### src/rtl/ssp_byte_rx_if.sv
// Byte-stream handshake between the SSP receiver (master) and its consumer (slave).
interface ssp_byte_rx_if;
  logic [7:0] byte_data;
  logic       byte_valid;
  logic       byte_ready;

  modport master (
    output byte_data,
    output byte_valid,
    input  byte_ready
  );

  modport slave (
    input  byte_data,
    input  byte_valid,
    output byte_ready
  );
endinterface

### src/rtl/ssp_byte_rx.sv
// SSP byte receiver: oversamples the serial link, assembles framed LSB-first bytes
// and buffers them in a small FIFO drained through a valid/ready handshake.
module ssp_byte_rx #(
  parameter int unsigned DEPTH = 4
) (
  input  logic                ck_1356meg,
  input  logic                reset,
  input  logic                ssp_clk,
  input  logic                ssp_frame,
  input  logic                ssp_dout,
  ssp_byte_rx_if.master       byte_if,
  output logic                busy,
  output logic                overflow,
  input  logic                clr_status,
  output logic [7:0]          frame_err_cnt
);

  localparam int unsigned AW = (DEPTH > 1) ? $clog2(DEPTH) : 1;

  typedef logic [AW-1:0] ptr_t;
  typedef logic [AW:0]   cnt_t;

  localparam cnt_t CNT_FULL = cnt_t'(DEPTH);
  localparam cnt_t CNT_ONE  = cnt_t'(1);
  localparam ptr_t PTR_ONE  = ptr_t'(1);

  typedef enum logic {
    ST_HUNT,
    ST_SHIFT
  } state_e;

  // Input synchronizers plus the previous synchronized bit clock
  logic sclk_s1_q, sclk_s1_d, sclk_s2_q, sclk_s2_d, sclk_prev_q, sclk_prev_d;
  logic frame_s1_q, frame_s1_d, frame_s2_q, frame_s2_d;
  logic dout_s1_q, dout_s1_d, dout_s2_q, dout_s2_d;

  // Deserializer
  state_e     state_q, state_d;
  logic [2:0] idx_q, idx_d;
  logic [7:0] sr_q, sr_d;
  logic       busy_q, busy_d;

  // FIFO and status
  logic [7:0] mem_q [DEPTH];
  logic [7:0] mem_d [DEPTH];
  ptr_t       rd_ptr_q, rd_ptr_d;
  ptr_t       wr_ptr_q, wr_ptr_d;
  cnt_t       count_q, count_d;
  logic       valid_q, valid_d;
  logic [7:0] data_q, data_d;
  logic       ovf_q, ovf_d;
  logic [7:0] ferr_cnt_q, ferr_cnt_d;

  logic       bit_edge;
  logic       byte_done;
  logic       frame_err;
  logic [7:0] done_byte;
  logic       pop;
  logic       push;
  logic       drop;
  logic       fifo_full;
  logic [7:0] ferr_base;

  assign bit_edge = sclk_s2_q & ~sclk_prev_q;

  always_comb begin
    sclk_s1_d   = ssp_clk;
    sclk_s2_d   = sclk_s1_q;
    sclk_prev_d = sclk_s2_q;
    frame_s1_d  = ssp_frame;
    frame_s2_d  = frame_s1_q;
    dout_s1_d   = ssp_dout;
    dout_s2_d   = dout_s1_q;

    state_d   = state_q;
    idx_d     = idx_q;
    sr_d      = sr_q;
    byte_done = 1'b0;
    frame_err = 1'b0;
    done_byte = {dout_s2_q, sr_q[6:0]};

    if (bit_edge) begin
      if (frame_s2_q) begin
        // A frame always restarts assembly, even when it interrupts a byte
        frame_err = (state_q == ST_SHIFT);
        sr_d      = '0;
        sr_d[0]   = dout_s2_q;
        state_d   = ST_SHIFT;
        idx_d     = 3'd1;
      end else if (state_q == ST_SHIFT) begin
        sr_d[idx_q] = dout_s2_q;
        if (idx_q == 3'd7) begin
          byte_done = 1'b1;
          state_d   = ST_HUNT;
          idx_d     = 3'd0;
        end else begin
          idx_d = idx_q + 3'd1;
        end
      end
    end

    busy_d = (state_d == ST_SHIFT);
  end

  always_comb begin
    fifo_full = (count_q == CNT_FULL);
    pop       = valid_q & byte_if.byte_ready;
    push      = byte_done & (~fifo_full | pop);
    drop      = byte_done & fifo_full & ~pop;

    mem_d    = mem_q;
    rd_ptr_d = rd_ptr_q;
    wr_ptr_d = wr_ptr_q;
    count_d  = count_q;

    if (push) begin
      mem_d[wr_ptr_q] = done_byte;
      wr_ptr_d        = wr_ptr_q + PTR_ONE;
    end
    if (pop) begin
      rd_ptr_d = rd_ptr_q + PTR_ONE;
    end
    if (push && !pop) begin
      count_d = count_q + CNT_ONE;
    end else if (pop && !push) begin
      count_d = count_q - CNT_ONE;
    end

    // Head byte and valid are registered from next-state values so a pop shows at once
    valid_d = (count_d != '0);
    data_d  = mem_d[rd_ptr_d];

    ovf_d     = (clr_status ? 1'b0 : ovf_q) | drop;
    ferr_base = clr_status ? 8'h00 : ferr_cnt_q;
    ferr_cnt_d = ferr_base;
    if (frame_err && ferr_base != 8'hFF) begin
      ferr_cnt_d = ferr_base + 8'h01;
    end
  end

  always_ff @(posedge ck_1356meg) begin
    if (reset) begin
      sclk_s1_q   <= 1'b0;
      sclk_s2_q   <= 1'b0;
      sclk_prev_q <= 1'b0;
      frame_s1_q  <= 1'b0;
      frame_s2_q  <= 1'b0;
      dout_s1_q   <= 1'b0;
      dout_s2_q   <= 1'b0;
      state_q     <= ST_HUNT;
      idx_q       <= '0;
      sr_q        <= '0;
      busy_q      <= 1'b0;
      mem_q       <= '{default: '0};
      rd_ptr_q    <= '0;
      wr_ptr_q    <= '0;
      count_q     <= '0;
      valid_q     <= 1'b0;
      data_q      <= '0;
      ovf_q       <= 1'b0;
      ferr_cnt_q  <= '0;
    end else begin
      sclk_s1_q   <= sclk_s1_d;
      sclk_s2_q   <= sclk_s2_d;
      sclk_prev_q <= sclk_prev_d;
      frame_s1_q  <= frame_s1_d;
      frame_s2_q  <= frame_s2_d;
      dout_s1_q   <= dout_s1_d;
      dout_s2_q   <= dout_s2_d;
      state_q     <= state_d;
      idx_q       <= idx_d;
      sr_q        <= sr_d;
      busy_q      <= busy_d;
      mem_q       <= mem_d;
      rd_ptr_q    <= rd_ptr_d;
      wr_ptr_q    <= wr_ptr_d;
      count_q     <= count_d;
      valid_q     <= valid_d;
      data_q      <= data_d;
      ovf_q       <= ovf_d;
      ferr_cnt_q  <= ferr_cnt_d;
    end
  end

  assign byte_if.byte_data  = data_q;
  assign byte_if.byte_valid = valid_q;
  assign busy               = busy_q;
  assign overflow           = ovf_q;
  assign frame_err_cnt      = ferr_cnt_q;

endmodule

### src/flat_wrapper.sv
// flat-port wrapper written by rule: the top's interface ports become plain ports
module ssp_byte_rx_flat 
#(
  parameter int unsigned DEPTH = 4
)
  (ck_1356meg, reset, ssp_clk, ssp_frame, ssp_dout, busy, overflow, clr_status, frame_err_cnt, byte_if_byte_data, byte_if_byte_valid, byte_if_byte_ready);
  ssp_byte_rx_if byte_if_i ();
  input  logic ck_1356meg;
  input  logic reset;
  input  logic ssp_clk;
  input  logic ssp_frame;
  input  logic ssp_dout;
  output logic busy;
  output logic overflow;
  input  logic clr_status;
  output logic [7:0] frame_err_cnt;
  output wire logic [$bits(byte_if_i.byte_data)-1:0] byte_if_byte_data;
  output wire logic [$bits(byte_if_i.byte_valid)-1:0] byte_if_byte_valid;
  input wire logic [$bits(byte_if_i.byte_ready)-1:0] byte_if_byte_ready;
  assign byte_if_byte_data = byte_if_i.byte_data;
  assign byte_if_byte_valid = byte_if_i.byte_valid;
  assign byte_if_i.byte_ready = byte_if_byte_ready;
  ssp_byte_rx #(.DEPTH(DEPTH)) u_core (.ck_1356meg(ck_1356meg), .reset(reset), .ssp_clk(ssp_clk), .ssp_frame(ssp_frame), .ssp_dout(ssp_dout), .byte_if(byte_if_i), .busy(busy), .overflow(overflow), .clr_status(clr_status), .frame_err_cnt(frame_err_cnt));
endmodule
### config.mk
export PLATFORM = sky130hd
export DESIGN_NAME = ssp_byte_rx_flat
export DESIGN_NICKNAME = d
export VERILOG_FILES = /design/src/rtl/ssp_byte_rx_if.sv /design/src/rtl/ssp_byte_rx.sv /design/src/flat_wrapper.sv
export SDC_FILE = /design/constraint.sdc
export NUM_CORES = 1
export LEC_CHECK = 0
export BUFFER_PORTS_ARGS = -buffer_cell sky130_fd_sc_hd__buf_2
export CAP_MARGIN = 20
export CORE_MARGIN = 5
export CORE_UTILIZATION = 59
export CTS_BUF_LIST = sky130_fd_sc_hd__clkbuf_4 sky130_fd_sc_hd__clkbuf_8
export DETAILED_ROUTE_END_ITERATION = 10
export GPL_ROUTABILITY_DRIVEN = 0
export PLACE_DENSITY = 0.85
export SYNTH_ARGS = -nofsm -noshare
export SYNTH_HDL_FRONTEND = slang
export SYNTH_SLANG_ARGS = --single-unit
export TNS_END_PERCENT = 50
### constraint.sdc
create_clock -name ck_1356meg -period 3.4 [get_ports ck_1356meg]
set_clock_uncertainty 0.15 [all_clocks]
set_input_delay 0.34 -clock ck_1356meg [delete_from_list [all_inputs] [get_ports ck_1356meg]]
set_output_delay 0.34 -clock ck_1356meg [all_outputs]
set_load 0.02 [all_outputs]
Word level (Yosys, flattened, before mapping)
Cells that the tools add are included.
Word-level totals
  register bits after elaboration: 76
  word-level logic and storage cells: 87
  output and inout port bits: 19
  input bits: 7
Operators by class
  add/subtract/negate cells: 6
  bitwise gates (word level): 12
  equality and inequality tests: 3
  muxes and demuxes: 30
  reduce and logical (&&, ||, !) cells: 10
  magnitude comparators: 5
Operator list (number)
  $mux 8: 7
  $bwmux 32: 1
  $mux 32: 1
  $bmux 8 s2: 1
  $demux 8 s2: 1
  $mux 3: 5
  $mux 1: 11
  $add 8x1->8 const B: 1
  $bwmux 8: 1
  $ne 8x8->1 const B: 1
  $add 3x1->3 const B: 2
  $eq 3x3->1 const B: 2
  $ge 3x3->1 const B: 2
  $not 2->3: 2
  $and 1x1->1: 5
  $logic_and 1x1->1: 5
  $add 2x1->2 const B: 2
  $lt 3x4->1 const B: 1
  $demux 1 s3: 1
  $ge 3x1->1 const B: 1
  $lt 3x1->1 const B: 1
  $not 1->1: 3
  $reduce_bool 3->1: 1
  $sub 3x1->3 const B: 1
  other kinds (5): 7

Depth between registers and ports, before layout
Gate-level depths: netlist of the first run.
  depth after elaboration: 11
  gate-level depth with buffers: 9
  depth with buffers taken out: 7

Least setup slack after synthesis of the first run
No wires, ideal clock.
  kind: register -> register
  start: reg u_core.idx_q[0]
  end: reg u_core.data_q[3], in the netlist u_core.byte_if.byte_data[3]
  library setup time: 0.095 ns
  arrival time: 1.957 ns
  cell stages (with the launch flop): 9
  period minus slack after synthesis: 2.202 ns
  data required time: 3.155 ns
  path slack: 1.198 ns
  buffers on the path: 1
  cell sequence: dfxtp_1 ha_1 ha_1 nor2b_1 clkbuf_1 o2111ai_4 mux2i_1 o221a_1 a221oi_1
On the way
  cells in the longest elaborated chain, start to end: 10
Ends and longest elaborated chain
  from (decl): line ssp_byte_rx.sv:39  | logic [2:0] idx_q, idx_d;
  from (signal assigned): line ssp_byte_rx.sv:171  | idx_q <= idx_d;
  $eq 3x3->1: line ssp_byte_rx.sv:92  | if (idx_q == 3'd7) begin
  $mux 1: line ssp_byte_rx.sv:92
  $mux 1: line ssp_byte_rx.sv:90  | end else if (state_q == ST_SHIFT) begin
  $mux 1: line ssp_byte_rx.sv:83  | if (frame_s2_q) begin
  $mux 1: line ssp_byte_rx.sv:82  | if (bit_edge) begin
  $and 1x1->1: line ssp_byte_rx.sv:108  | push = byte_done & (~fifo_full | pop);
  $mux 32: line ssp_byte_rx.sv:116  | if (push) begin
  $bmux 8 s2: line ssp_byte_rx.sv:131  | data_d = mem_d[rd_ptr_d];
  $mux 8 (not written as such) (2 in a row): line ssp_byte_rx.sv:131
  to (signal assigned): line ssp_byte_rx.sv:179  | data_q <= data_d;
  to (decl): line ssp_byte_rx.sv:50  | logic [7:0] data_q, data_d;
No other way between the ends. The select of a mux whose other input is x is not followed.
A chain may end at the register's enable or synchronous reset.

Worst setup path in the final report of the first run
  start: reg u_core.idx_q[1]
  end: reg u_core.data_q[0], in the netlist u_core.byte_if.byte_data[0]
The elaborated chain is that of the path after synthesis.

==> results.txt, run 1 <==
- Final-report hold violation count: 0
* Fill cell total of the finished layout: about 450
- Final WS setup: 0.800 ns
- Headroom to the max-slew limit: 52.3%
- Required @ worst endpoint: 3.51 ns
* Reg-to-reg startpoint: u_core.idx_q[1]
- Worst reg2reg endpoint: u_core.byte_if.byte_data[0]
- PD cells: roughly 500 nW/um^2
- Leading cell type in the layout, fill and taps excluded: sky130_fd_sc_hd__dfxtp_1
* Antenna diode instance count: 0
- Data arrives at the worst endpoint at around 2.7 ns.
- Portion of the clock cycle consumed by the worst path in the final layout: roughly three quarters
- Cell internal power was estimated by the tool at 1.32 mW.
- Share of synthesized area occupied by flip-flops and latches: between 40% and 50%
- TritonCTS built the clock tree.
- Post-Syn Area: 3260 sq um
- Area Growth Syn to Fin: 10.4%
- Wire length of the first global-routing pass: 10.9 mm
* Startpoint class of the critical path: flop
- Clock input transition at the sequential cells of the worst setup and hold paths: 0.08 ns
- The post-route netlist has 15.7% of its cells at a drive strength greater than 1.
- Actual transition at the worst max-transition pin: 0.696 ns
- Before CTS, the worst setup slack after placement is 0.839 ns.
- Root Buffer Master: sky130_fd_sc_hd__clkbuf_8
- For this run, the number of standard cells in the final layout without fillers is approximately 440.
* Leftover overflow at the end of global routing: 0
- The worst register-to-register path has a depth of 7.
* Final setup violating endpoints: 0
- In this run, the combinational gates consume 14.7% of the power.
- Post-placement cell count: 425
- Count of cells resized by post-cts repair: 0
* Top library cells by usage in the layout, fill and taps aside: sky130_fd_sc_hd__dfxtp_1 (75), sky130_fd_sc_hd__nor2_1 (47), sky130_fd_sc_hd__nand2_1 (32), sky130_fd_sc_hd__mux2i_1 (29), sky130_fd_sc_hd__buf_2 (25)
* Flip-flop and latch count after synthesis: 75
* Max Buffers Root-to-Sink: 2
* Max Freq: 385 MHz
- Counting flops with an async set or reset pin after synthesis yields a share of 0%.
* Worst reg-to-reg setup slack: between 0.8 and 0.9 ns
- Share of total power in the clock network: 34.2%
- The initial antenna violation count was 0.
- Setup repair after global routing left no endpoint under its margin.
- After detailed placement, the total cell area comes to 3420 sq um.
* Maxcap violations: 0
- In this run the vertical extent of the chip is 84.4 um.
* # hold bufs at CTS: 0
- The final number of max-transition violations was 0.
* End-of-flow core utilization: between 60 and 70%
- Input and output buffers added on the ports amount to 25.
- Yosys printed 0 warnings.
- Leading register cell type out of synthesis: sky130_fd_sc_hd__dfxtp_1
- In this run the count of I/O pins placed on the die edge is 26.
* Clock network latency to the later pin of the worst-skew pair: ~0.35 ns
- Once layout is done, the placed cells without fillers occupy around 3600 sq um.
* Maximum fanout along the worst path: 9
- For this run, design rule violations remaining after detail routing come to 0.
* Crit path to: u_core.byte_if.byte_data[0]
- The min-delay analysis places its worst path in the category in2reg.
- Across the VDD grid, the largest voltage drop is around 0.32 mV.
- Final nets: between 300 and 400
* Final sum of negative setup slack: 0 ns
* Worst Setup End Kind: flop
* CTS H-Tree Depth: 3
- By startpoint and endpoint, the worst setup path is classified as reg2reg.
- Placement row count: 27
- Die Outline Area: 7120 sq um
- Synthesis produced a netlist whose cell count is 342.
- The first detailed-routing pass took 4 iterations.
- Violation count after the first detailed-routing iteration: 148
* Total via count in the routed design: around 2,500
* Final period demand of the worst path: 2.60 ns
- Wires add up to 6.45 mm.
- The initial utilization of the core area, before any placement, comes to 60.0%.
* Maximum number of pins on one net before global-route repair: 47
- In this run the mean area of a mapped cell was 9.54 sq um.
* Estimated wirelength of the detail-placed design: 4.45 mm
* # Post-CTS Setup Buffers: 0
* Sinks on the clock net: 75
* Number of global-route vias before repair: 2,388
- Summed over all cells, the static leakage comes to about 1.5 nW.
* Avg WL per Cell: 14.6 um
- Summed over all nets, the switching power comes to approximately 0.54 mW.
* EDFF count, synth: 0
- The flow ran to the end, and the final reports show no timing, DRC or antenna violations.
- The region available for standard cell placement spans 5440 sq um.
- The most critical setup path has its startpoint at u_core.idx_q[1].
- Global-route usage over all layers: 19.0%
* Antenna-violating nets left: 0
- Counting every net in the synthesized netlist gives 359.
* Die boundary width: 84.4 um
* Number of CTS-inserted buffers: 9
- Per report_power, the sequential group accounts for between 50% and 60% of the total.
- In this run switching power makes up just under 30% of total power.
- Dividing the detail-routed via count by the number of cells gives 5.70.
- After synthesis, the netlist uses 52 different library cells.
## power by group through the flow
stage	Clock [mW]	Sequential, mW	Combinational (mW)
5_1_grt	0.686	0.954	0.303
3_5_place_dp	0	0.969	0.271
4_1_cts	0.649	0.948	0.275
2_1_floorplan	0	0.998	0.180
3_3_place_gp	0	0.967	0.267
6_report	0.634	0.949	0.274
## synth_stat cells, types with 2 or more instances
master	n	area (sq um)
sky130_fd_sc_hd__a221oi_1	7	61.3
sky130_fd_sc_hd__nand2b_1	3	18.8
sky130_fd_sc_hd__clkbuf_1	10	37.5
sky130_fd_sc_hd__xor2_1	3	26.3
sky130_fd_sc_hd__nand3_1	13	65.1
sky130_fd_sc_hd__nand4b_1	2	17.5
sky130_fd_sc_hd__nor2_1	47	176
sky130_fd_sc_hd__o2111a_1	2	22.5
sky130_fd_sc_hd__nand3b_1	2	15.0
sky130_fd_sc_hd__a31oi_1	10	62.6
sky130_fd_sc_hd__o211a_1	3	30.0
sky130_fd_sc_hd__mux2_2	3	33.8
sky130_fd_sc_hd__buf_2	3	15.0
sky130_fd_sc_hd__inv_1	6	22.5
sky130_fd_sc_hd__a22oi_1	2	15.0
sky130_fd_sc_hd__nor2b_1	17	106
sky130_fd_sc_hd__o21ai_0	5	25.0
sky130_fd_sc_hd__mux2i_1	29	290
sky130_fd_sc_hd__a211oi_1	2	15.0
sky130_fd_sc_hd__xnor2_1	7	61.3
sky130_fd_sc_hd__and3b_1	2	17.5
sky130_fd_sc_hd__ha_1	10	125
sky130_fd_sc_hd__and2_1	2	12.5
sky130_fd_sc_hd__nor3_1	3	15.0
sky130_fd_sc_hd__nand2_1	32	120
sky130_fd_sc_hd__nand2_2	2	12.5
sky130_fd_sc_hd__dfxtp_1	75	1500
sky130_fd_sc_hd__o221a_1	4	45.0
sky130_fd_sc_hd__o21a_1	2	15.0
sky130_fd_sc_hd__a21oi_1	12	60.1
## stage by stage
stage / hold slack, ns / total power, mW
after floorplan: 0.264 / 1.18
after global placement: 0.268 / 1.23
after detailed placement: 0.280 / 1.24
after CTS: 0.0444 / 1.87
after global routing: 0.0837 / 1.94
final: 0.0503 / 1.86
## logic make-up (layout without fill, tap and decap cells)
logic type	after synthesis	in the layout	share of synthesized area [%]
buf+inv	21	48	2.76
compound gates	59	59	14.6
mux	32	32	9.93
fa+ha+maj	10	10	3.83
flops	75	75	46.0
xor+xnor	10	10	2.68
simple gates	135	135	20.2
## registers in the layout, indices dropped and copies added (netlist names), 2 cells and up
| signal | flops |
|---|---|
| u_core.frame_err_cnt | 8 |
| u_core.wr_ptr_q | 2 |
| u_core.sr_q | 7 |
| u_core.rd_ptr_q | 2 |
| u_core.idx_q | 3 |
| u_core.byte_if.byte_data | 8 |
| u_core.count_q | 3 |
| u_core.mem_q | 32 |
## per-layer routing
layer	share of wire [%]	global-route usage, %
met5	0	0
met4	1.5	9.93
met2	48	31.0
met1	45	23.8
met3	5.6	3.43
## worst min path at each step
stage                       from            endpoint  slack (ns)  cells past startpoint
2_1_floorplan   u_core.dout_s1_q    u_core.dout_s2_q        0.26                      1
6_report               ssp_frame   u_core.frame_s1_q        0.05                      2
5_1_grt                ssp_frame   u_core.frame_s1_q        0.08                      2
4_1_cts                  ssp_clk    u_core.sclk_s1_q        0.04                      2
3_3_place_gp   u_core.frame_s1_q   u_core.frame_s2_q        0.27                      1
3_5_place_dp    u_core.sclk_s1_q  u_core.sclk_prev_d        0.28                      1
## worst max-delay path, cell delays in order, from the launching register on
cell and delay, ns:
sky130_fd_sc_hd__dfxtp_1 0.46, sky130_fd_sc_hd__ha_1 0.20, sky130_fd_sc_hd__ha_1 0.17, sky130_fd_sc_hd__nor2b_1 0.44
sky130_fd_sc_hd__o2111ai_2 0.43, sky130_fd_sc_hd__mux2i_1 0.24, sky130_fd_sc_hd__o211a_1 0.24, sky130_fd_sc_hd__a221oi_1 0.19
## layout make-up
| cell class | instances | area [sq um] | area share (%) |
|---|---|---|---|
| well taps | 72 | 90.1 | 2.50 |
| clock buffers | 10 | 138 | 3.82 |
| clock inverters | 6 | 47.5 | 1.32 |
| flip-flops and latches | 75 | 1500 | 41.7 |
| multi-input cells | 246 | 1670 | 46.4 |
| repair buffers | 26 | 133 | 3.68 |
| inverters | 6 | 22.5 | 0.625 |
Note: power is estimated with default switching activity, not from simulation.
==> run 2, diff against run 1 <==
==> constraint.sdc (replaced) <==
create_clock -name ck_1356meg -period 2.7 [get_ports ck_1356meg]
set_clock_uncertainty 0.15 [all_clocks]
set_input_delay 0.27 -clock ck_1356meg [delete_from_list [all_inputs] [get_ports ck_1356meg]]
set_output_delay 0.27 -clock ck_1356meg [all_outputs]
set_load 0.02 [all_outputs]
==> run 2 against run 1 <==
  * Non-clock buffer count grew 4
  * Largest power group unchanged
  * Global-route usage grew 1.3 points
  * Cell count grew 0.91%
  * Largest cell class unchanged
  * Highest routed layer unchanged
==> results.txt, run 2 (synthesis results as in run 1) <==
* Worst Setup End Kind: flop
- Final setup violating endpoints: 0
- Worst reg-to-reg setup slack: 0.26 ns
- Multi-input combinational cell area: around 1700 sq um
* Residual DRC count: 0
* Antenna diode instance count: 0
- Summed over all layers, the global routing overflow is 0.
- Clock latency on the worst-skew pair, taken at its later pin, is 0.35 ns.
- Per report_power, the combinational group accounts for between 10% and 20% of the total.
- At the end of the flow, the number of nets in the layout was 385.
- Total I/O pin count: 26
- Clock tree from TritonCTS: yes
* Die boundary width: ~84 um
- Required @ worst endpoint: 2.81 ns
- The die covers 7120 sq um.
* Total via count in the routed design: approximately 2,600
- Final-report hold violation count: 0
- Share of post-route cells with drive strength above 1: 16.4%
- Portion of the clock cycle consumed by the worst path in the final layout: 90.3%
* VDD IR max: 0.579 mV
- More flip-flops sit in one register than any other, and that register is u_core.mem_q.
- Maxcap violations: 0
- Routed vias/inst: about 5.7
- For this design the static power due to leakage is 1.56 nW.
- Global-route usage over all layers: 20.3%
- The internal portion of the total power is 1.85 mW.
* Switch share: 26.9%
- Avg WL per Cell: 15.3 um
- Slowest stage cell on the critical path: sky130_fd_sc_hd__dfxtp_1
* End-of-flow core utilization: approximately 68%
- PD cells: 686 nW/um^2
- Initial core utilization: 60.0%
- The startpoint identified for the worst register-to-register timing path is u_core.idx_q[1].
- Startpoint class of the critical path: flop
* Wire length of the first global-routing pass: 11.7 mm
- Total detailed-routing wirelength: 6.82 mm
- Number of global-route vias before repair: 2,497
* Number of CTS-inserted buffers: 9
* Leading cell type in the layout, fill and taps excluded: sky130_fd_sc_hd__dfxtp_1
- Of the total power, the clock network draws 38.4%.
- In this run, the number of DRC markers left after iteration 0 of detailed routing was ~160.
* CTS H-Tree Depth: 3
- Clock-pin slew was measured on the worst setup and hold paths at 0.08 ns.
* Max Freq: 410 MHz
- Net switching power of the design: 0.681 mW
* Estimated wirelength of the detail-placed design: 4.52 mm
* Sequence of cells on the critical path: ha_1 -> ha_1 -> nor2b_2 -> o2111ai_4 -> mux2i_1 -> o221a_1 -> a221oi_1
- Maximum fanout along the worst path: 10
* Length of routed met2 wiring: 3.35 mm
* Headroom to the max-slew limit: 45.8%
- Buffers added to address setup during post-CTS repair amount to 0.
- The endpoint identified for the worst register-to-register timing path is u_core.byte_if.byte_data[5].
* Final sum of negative setup slack: 0 ns
* Post-placement cell count: 426
- Class of the most critical hold timing path: in2reg
- The area growth from synthesis to layout is 13.0%.
* Root Buffer Master: sky130_fd_sc_hd__clkbuf_8
* Max-slew violations: 0
- The top cell types in the final layout, fill and taps aside, are sky130_fd_sc_hd__dfxtp_1 (75), sky130_fd_sc_hd__nor2_1 (47), sky130_fd_sc_hd__nand2_1 (32), sky130_fd_sc_hd__mux2i_1 (29), sky130_fd_sc_hd__buf_2 (25).
- WHS Endpoint: u_core.frame_err_cnt[7]
* Max Buffers Root-to-Sink: 2
- Final WS setup: 0.262 ns
- Area taken by flip-flops and latches: 1500 sq um
- Entering global routing, the biggest net connects 46 pins.
- The floorplan has 27 rows.
* Worst reg-to-reg path cell count: 7
- Core box area: 5440 sq um
* Category of the critical setup timing path: reg2reg
- Unrepaired setup endpoints after global routing: no
- Fill cell total of the finished layout: 452
- Signal routing reaches up to met4.
- Crit-path most repeated cell: sky130_fd_sc_hd__ha_1
- Input and output buffers added on the ports amount to 25.
- Routed length on met1: 3.02 mm
* Count of TritonRoute iterations in the first routing pass: 4
* Sequential power share: 47.2%
- Antenna-violating nets left: 0
* Critical hold path startpoint: clr_status
- Sinks on the clock net: 75
* Crit path arrival time: around 2.6 ns
- Vertical die dimension: ~84 um
* Flip-flop count of the largest register after layout: 32
* Maximum single-stage delay on the critical path: 0.47 ns
* Result of the run: completed
* Actual transition at the worst max-transition pin: 0.814 ns
- Before CTS, the worst setup slack after placement is approximately 0.14 ns.
- The initial antenna violation count is 0.
- Hold path depth: 2
* Met3 layer wire length in the routed design: roughly 320 um
- The finished layout holds 445 standard cells, fillers aside.
- Final period demand of the worst path: 2.44 ns
- Hold is met by 0.0626 ns.
[run 2: what timing repair did]
item                       CTS  global route
hold buffers                 3             0
resized for setup            0             2
hold endpoints to repair     3             0
setup endpoints to repair    0             8
[run 2: worst max path at each step]
stage,startpoint,end,cells after the start
6_report,u_core.idx_q[1],u_core.byte_if.byte_data[5],7
2_1_floorplan,u_core.idx_q[0],u_core.byte_if.byte_data[3],8
3_5_place_dp,u_core.idx_q[0],u_core.byte_if.byte_data[1],7
5_1_grt,u_core.idx_q[1],u_core.byte_if.byte_data[1],7
3_3_place_gp,u_core.idx_q[0],u_core.byte_if.byte_data[0],7
4_1_cts,u_core.idx_q[1],u_core.byte_if.byte_data[5],7
[run 2: per-layer routing]
metal | up-vias | global-route usage, %
met5 | - | 0
met4 | 0 | 9.35
met1 | 1217 | 24.4
met3 | 14 | 5.10
li1 | 1261 | -
met2 | 65 | 34.0
[run 2: cell type report]
| type | instances | share of cell area [%] |
|---|---|---|
| Clock inverter | 6 | 2.41 |
| Sequential cell | 75 | 40.7 |
| Clock buffer | 10 | 3.73 |
| Inverter | 6 | 0.611 |
| Timing Repair Buffer | 30 | 4.62 |
| Multi-Input combinational cell | 246 | 45.5 |
| Tap cell | 72 | 2.44 |
[run 2: power groups by stage]
stage,registers [mW],logic (mW),clock network (mW)
final,1.19,0.362,0.972
after floorplan,1.26,0.227,0
after CTS,1.19,0.361,0.984
after global routing,1.20,0.396,1.04
after global placement,1.22,0.340,0
after detailed placement,1.22,0.351,0
[run 2: worst max-delay path: cells and delay by family, from the launching register on]
kind	cells	cell delay, ns
AO/OA/AOI/OAI	3	0.82
adder cells (fa/ha/maj)	2	0.37
flip-flops	1	0.47
multiplexers	1	0.22
AND/OR/NAND/NOR	1	0.33
[run 2: metrics by stage]
stage / area, sq um / power (mW)
floorplan: 3260 / 1.48
global placement: 3430 / 1.56
detailed placement: 3430 / 1.57
CTS: 3680 / 2.54
global route: 3690 / 2.64
finish: 3690 / 2.53
==> run 3, diff against run 2 <==
--- a/config.mk
+++ b/config.mk
@@ -5,6 +5,7 @@
 export SDC_FILE = /design/constraint.sdc
 export NUM_CORES = 1
 export LEC_CHECK = 0
+export ABC_AREA = 1
 export BUFFER_PORTS_ARGS = -buffer_cell sky130_fd_sc_hd__buf_2
 export CAP_MARGIN = 20
 export CORE_MARGIN = 5
@@ -12,7 +13,7 @@
 export CTS_BUF_LIST = sky130_fd_sc_hd__clkbuf_4 sky130_fd_sc_hd__clkbuf_8
 export DETAILED_ROUTE_END_ITERATION = 10
 export GPL_ROUTABILITY_DRIVEN = 0
-export PLACE_DENSITY = 0.85
+export PLACE_DENSITY = 0.84
 export SYNTH_ARGS = -nofsm -noshare
 export SYNTH_HDL_FRONTEND = slang
 export SYNTH_SLANG_ARGS = --single-unit
==> run 3 against run 2 <==
  * First-iteration DRC count up 19%
  * Synthesized cell count up 84%
  * Area after synthesis up 26%
  * Die area up 22%
  * Worst hold slack better by 0.079 ns
  * Global-route usage up 3.0 points
  * Utilization down 2.1 points
  * Maximum frequency up 8.1%
  * Critical path type unchanged
==> results.txt, run 3 <==
* Core box area: 6790 sq um
* Cell taking the most area after synthesis: sky130_fd_sc_hd__dfxtp_1
- Share of total power in the clock network: 36.0%
* Class of the most critical hold timing path: in2reg
- The library cell used most frequently in the layout, excluding fill and tap cells, is sky130_fd_sc_hd__nand2_1.
* Clock input transition at the sequential cells of the worst setup and hold paths: 0.07 ns
- Max-slew violations: 0
* Leakage: 2.13 nW
- Number of global-route vias before repair: 3,834
* Final setup violating endpoints: 0
- Relative to the synthesized area, the layout overhead comes to 8.85%.
* Worst reg-to-reg setup slack: 0.44 ns
- Along the worst path, the maximum fanout reaches 44.
* Avg WL per Cell: approximately 13 um
- Actual transition at the worst max-transition pin: 0.895 ns
- The register with the most flip-flops in the layout has 32 of them.
- For this design the top-level I/O count stands at 26.
- Maxcap violations: 0
- Final sum of negative setup slack: 0 ns
- Synth warnings: 0
* Result of the run: completed
- Counting the buffers created by CTS gives 9.
- Flip-flop and latch count after synthesis: 75
- After synthesis, the cell types taking the most area are sky130_fd_sc_hd__dfxtp_1 (37%), sky130_fd_sc_hd__nand2_1 (14%), sky130_fd_sc_hd__nor2_1 (11%), sky130_fd_sc_hd__nand3_1 (8.1%), sky130_fd_sc_hd__inv_1 (7.8%).
- In this run the power spent charging and discharging nets is 0.736 mW.
- In the synthesized netlist the async set-or-reset flop fraction comes to 0%.
- Required @ worst endpoint: 2.78 ns
- Entering global routing, the biggest net connects 56 pins.
* Category of the critical setup timing path: reg2reg
- From left edge to right edge, the die measures 93.4 um.
- The routed design could run at a clock period as short as approximately 2.3 ns.
- The internal portion of the total power is 1.82 mW.
* Placement row count: 30
- After filler insertion, the fill cell instance count of the layout stands at 600.
- The worst-case IR drop observed on VDD is around 0.37 mV.
* Largest Register: u_core.mem_q
- For this design the ratio of total power to cell area is 572 nW/um^2.
- Count of TritonRoute iterations in the first routing pass: 6
- The clock net in this run drives a total of 75 sinks.
- Residual DRC count: 0
- Count of cells resized by post-cts repair: 0
- Post-synth top area share: 36.6%
- The first global-routing pass estimated 16.4 mm of wire.
* Headroom to the max-slew limit: 39.9%
* Final nets: 665
* Initial core utilization: 60.3%
- Based on the critical path, the design can be clocked at up to 443 MHz.
- Clock network latency to the later pin of the worst-skew pair: approximately 0.35 ns
- Dividing the detail-routed via count by the number of cells gives 5.25.
* Violation count after the first detailed-routing iteration: 188
- Die Outline Area: 8720 sq um
- The number of hold buffers added after CTS was 3.
- Dividing the synthesized area by the synthesized cell count gives 6.51 sq um.
- Counting every net in the synthesized netlist gives around 650.
- Startpoint class of the critical path: flop
- Number of instances in the synthesized netlist: 630
- Once detailed placement completed, the half-perimeter wirelength came to a little over 6 mm.
- The share of the Yosys chip area taken by registers is 36.6%.
* Combinational group share of total power: about 17%
- Global-route usage over all layers: 23.3%
* Portion of the clock cycle consumed by the worst path in the final layout: 83.5%
- The routed design has around 9.5 mm of wire.
- Number of antenna violations at the first check in global routing: 0
* # Post-CTS Setup Buffers: 0
- Post-Syn Area: about 4100 sq um
- Final-report hold violation count: 0
* Vertical die dimension: just over 90 um
- Among all flip-flop cells after synthesis, the most frequent one is sky130_fd_sc_hd__dfxtp_1.
* Share of post-route cells with drive strength above 1: between 10% and 20%
- Total of buffers placed on input and output ports: 25
- EDFF count, synth: 0
* Antenna diode instance count: 0
- Crit path arrival time: between 2 and 2.5 ns
- CTS placed an instance of sky130_fd_sc_hd__clkbuf_8 at the clock tree root.
- On the final layout, the worst hold slack is 0.142 ns.
* CTS H-Tree Depth: 3
* Sequential power share: 46.6%
- Max Buffers Root-to-Sink: 2
* Top cells by instance count after synthesis: sky130_fd_sc_hd__nand2_1 (149), sky130_fd_sc_hd__nor2_1 (121), sky130_fd_sc_hd__inv_1 (85), sky130_fd_sc_hd__dfxtp_1 (75), sky130_fd_sc_hd__nand3_1 (66)
* Clock tree from TritonCTS: yes
- The library cells used most frequently in the layout, excluding fill and tap cells, are sky130_fd_sc_hd__nand2_1 (149), sky130_fd_sc_hd__nor2_1 (121), sky130_fd_sc_hd__inv_1 (85), sky130_fd_sc_hd__dfxtp_1 (75), sky130_fd_sc_hd__nand3_1 (66).
- The most common cell in the synthesized netlist is sky130_fd_sc_hd__nand2_1.
* Switch share: around 29%
- After global routing the overflow that remains totals 0.
- Worst Setup End Kind: flop
* Total via count in the routed design: 3,935
- Count of cell types in the netlist: 32
* Antenna-violating nets left: 0
* Unrepaired setup endpoints after global routing: no
## run 3: power groups by stage
stage                     clock network [mW]  registers (mW)  logic [mW]
after global routing                   0.987            1.20       0.495
after detailed placement                   0            1.21       0.435
after floorplan                            0            1.25       0.284
after global placement                     0            1.21       0.431
after CTS                              0.939            1.19       0.441
final                                  0.920            1.19       0.444
## run 3: worst max-delay path: stages (launching register included)
cell,delay [ns]
sky130_fd_sc_hd__dfxtp_1,0.39
sky130_fd_sc_hd__ha_1,0.21
sky130_fd_sc_hd__ha_1,0.21
sky130_fd_sc_hd__nand2_1,0.12
sky130_fd_sc_hd__nor2_4,0.05
sky130_fd_sc_hd__nand3_4,0.08
sky130_fd_sc_hd__buf_4,0.44
sky130_fd_sc_hd__nand2_1,0.15
sky130_fd_sc_hd__nand3_1,0.11
sky130_fd_sc_hd__nand2_1,0.08
sky130_fd_sc_hd__nor2_1,0.09
sky130_fd_sc_hd__a21oi_1,0.05
## run 3: logic make-up (layout without fill, tap and decap cells)
family                   Yosys count  in the layout  share of synthesized area [%]
AO/OA/AOI/OAI                     65             65                           9.64
XOR/XNOR                           3              3                          0.641
adder cells (fa/ha/maj)           10             10                           3.05
buffers and inverters            115            138                           12.1
flip-flops                        75             75                           36.6
AND/OR/NAND/NOR                  362            362                           37.9
## run 3: final cells by class
type	instances	area (sq um)	share of cell area (%)
multi-input cells	440	2100	47.1
flip-flops and latches	75	1500	33.6
inverters	90	338	7.57
clock buffers	15	188	4.21
repair buffers	32	185	4.15
well taps	96	120	2.69
clock inverters	1	30.0	0.673
## run 3: final timing paths
check / startpoint / to / cells after the start
worst max-delay path: u_core.idx_q[1] / u_core.byte_if.byte_data[3] / 11
worst min-delay path: clr_status / u_core.frame_err_cnt[1] / 4
worst max register to register: u_core.idx_q[1] / u_core.byte_if.byte_data[3] / 11
worst min register to register: u_core.frame_s1_q / u_core.frame_s2_q / 2
## run 3: metal layers
layer  global-route usage [%]  vias up  part of all wire (%)
li1                         -     1990                     -
met1                     27.2     1802                    43
met2                     41.6      132                    50
met3                     5.31       11                   6.1
met4                     7.94        0                  0.95
met5                        0        -                     0
## run 3: stage by stage
stage	total power, mW	std cells	cell area, sq um	setup WS (ns)	utilization (%)
6_report	2.55	749	4460	0.444	65.7
5_1_grt	2.68	749	4460	0.266	65.7
4_1_cts	2.57	749	4460	0.481	65.7
3_5_place_dp	1.65	730	4220	0.494	62.0
3_3_place_gp	1.64	730	4220	0.552	62.0
2_1_floorplan	1.53	630	4100	0.892	-
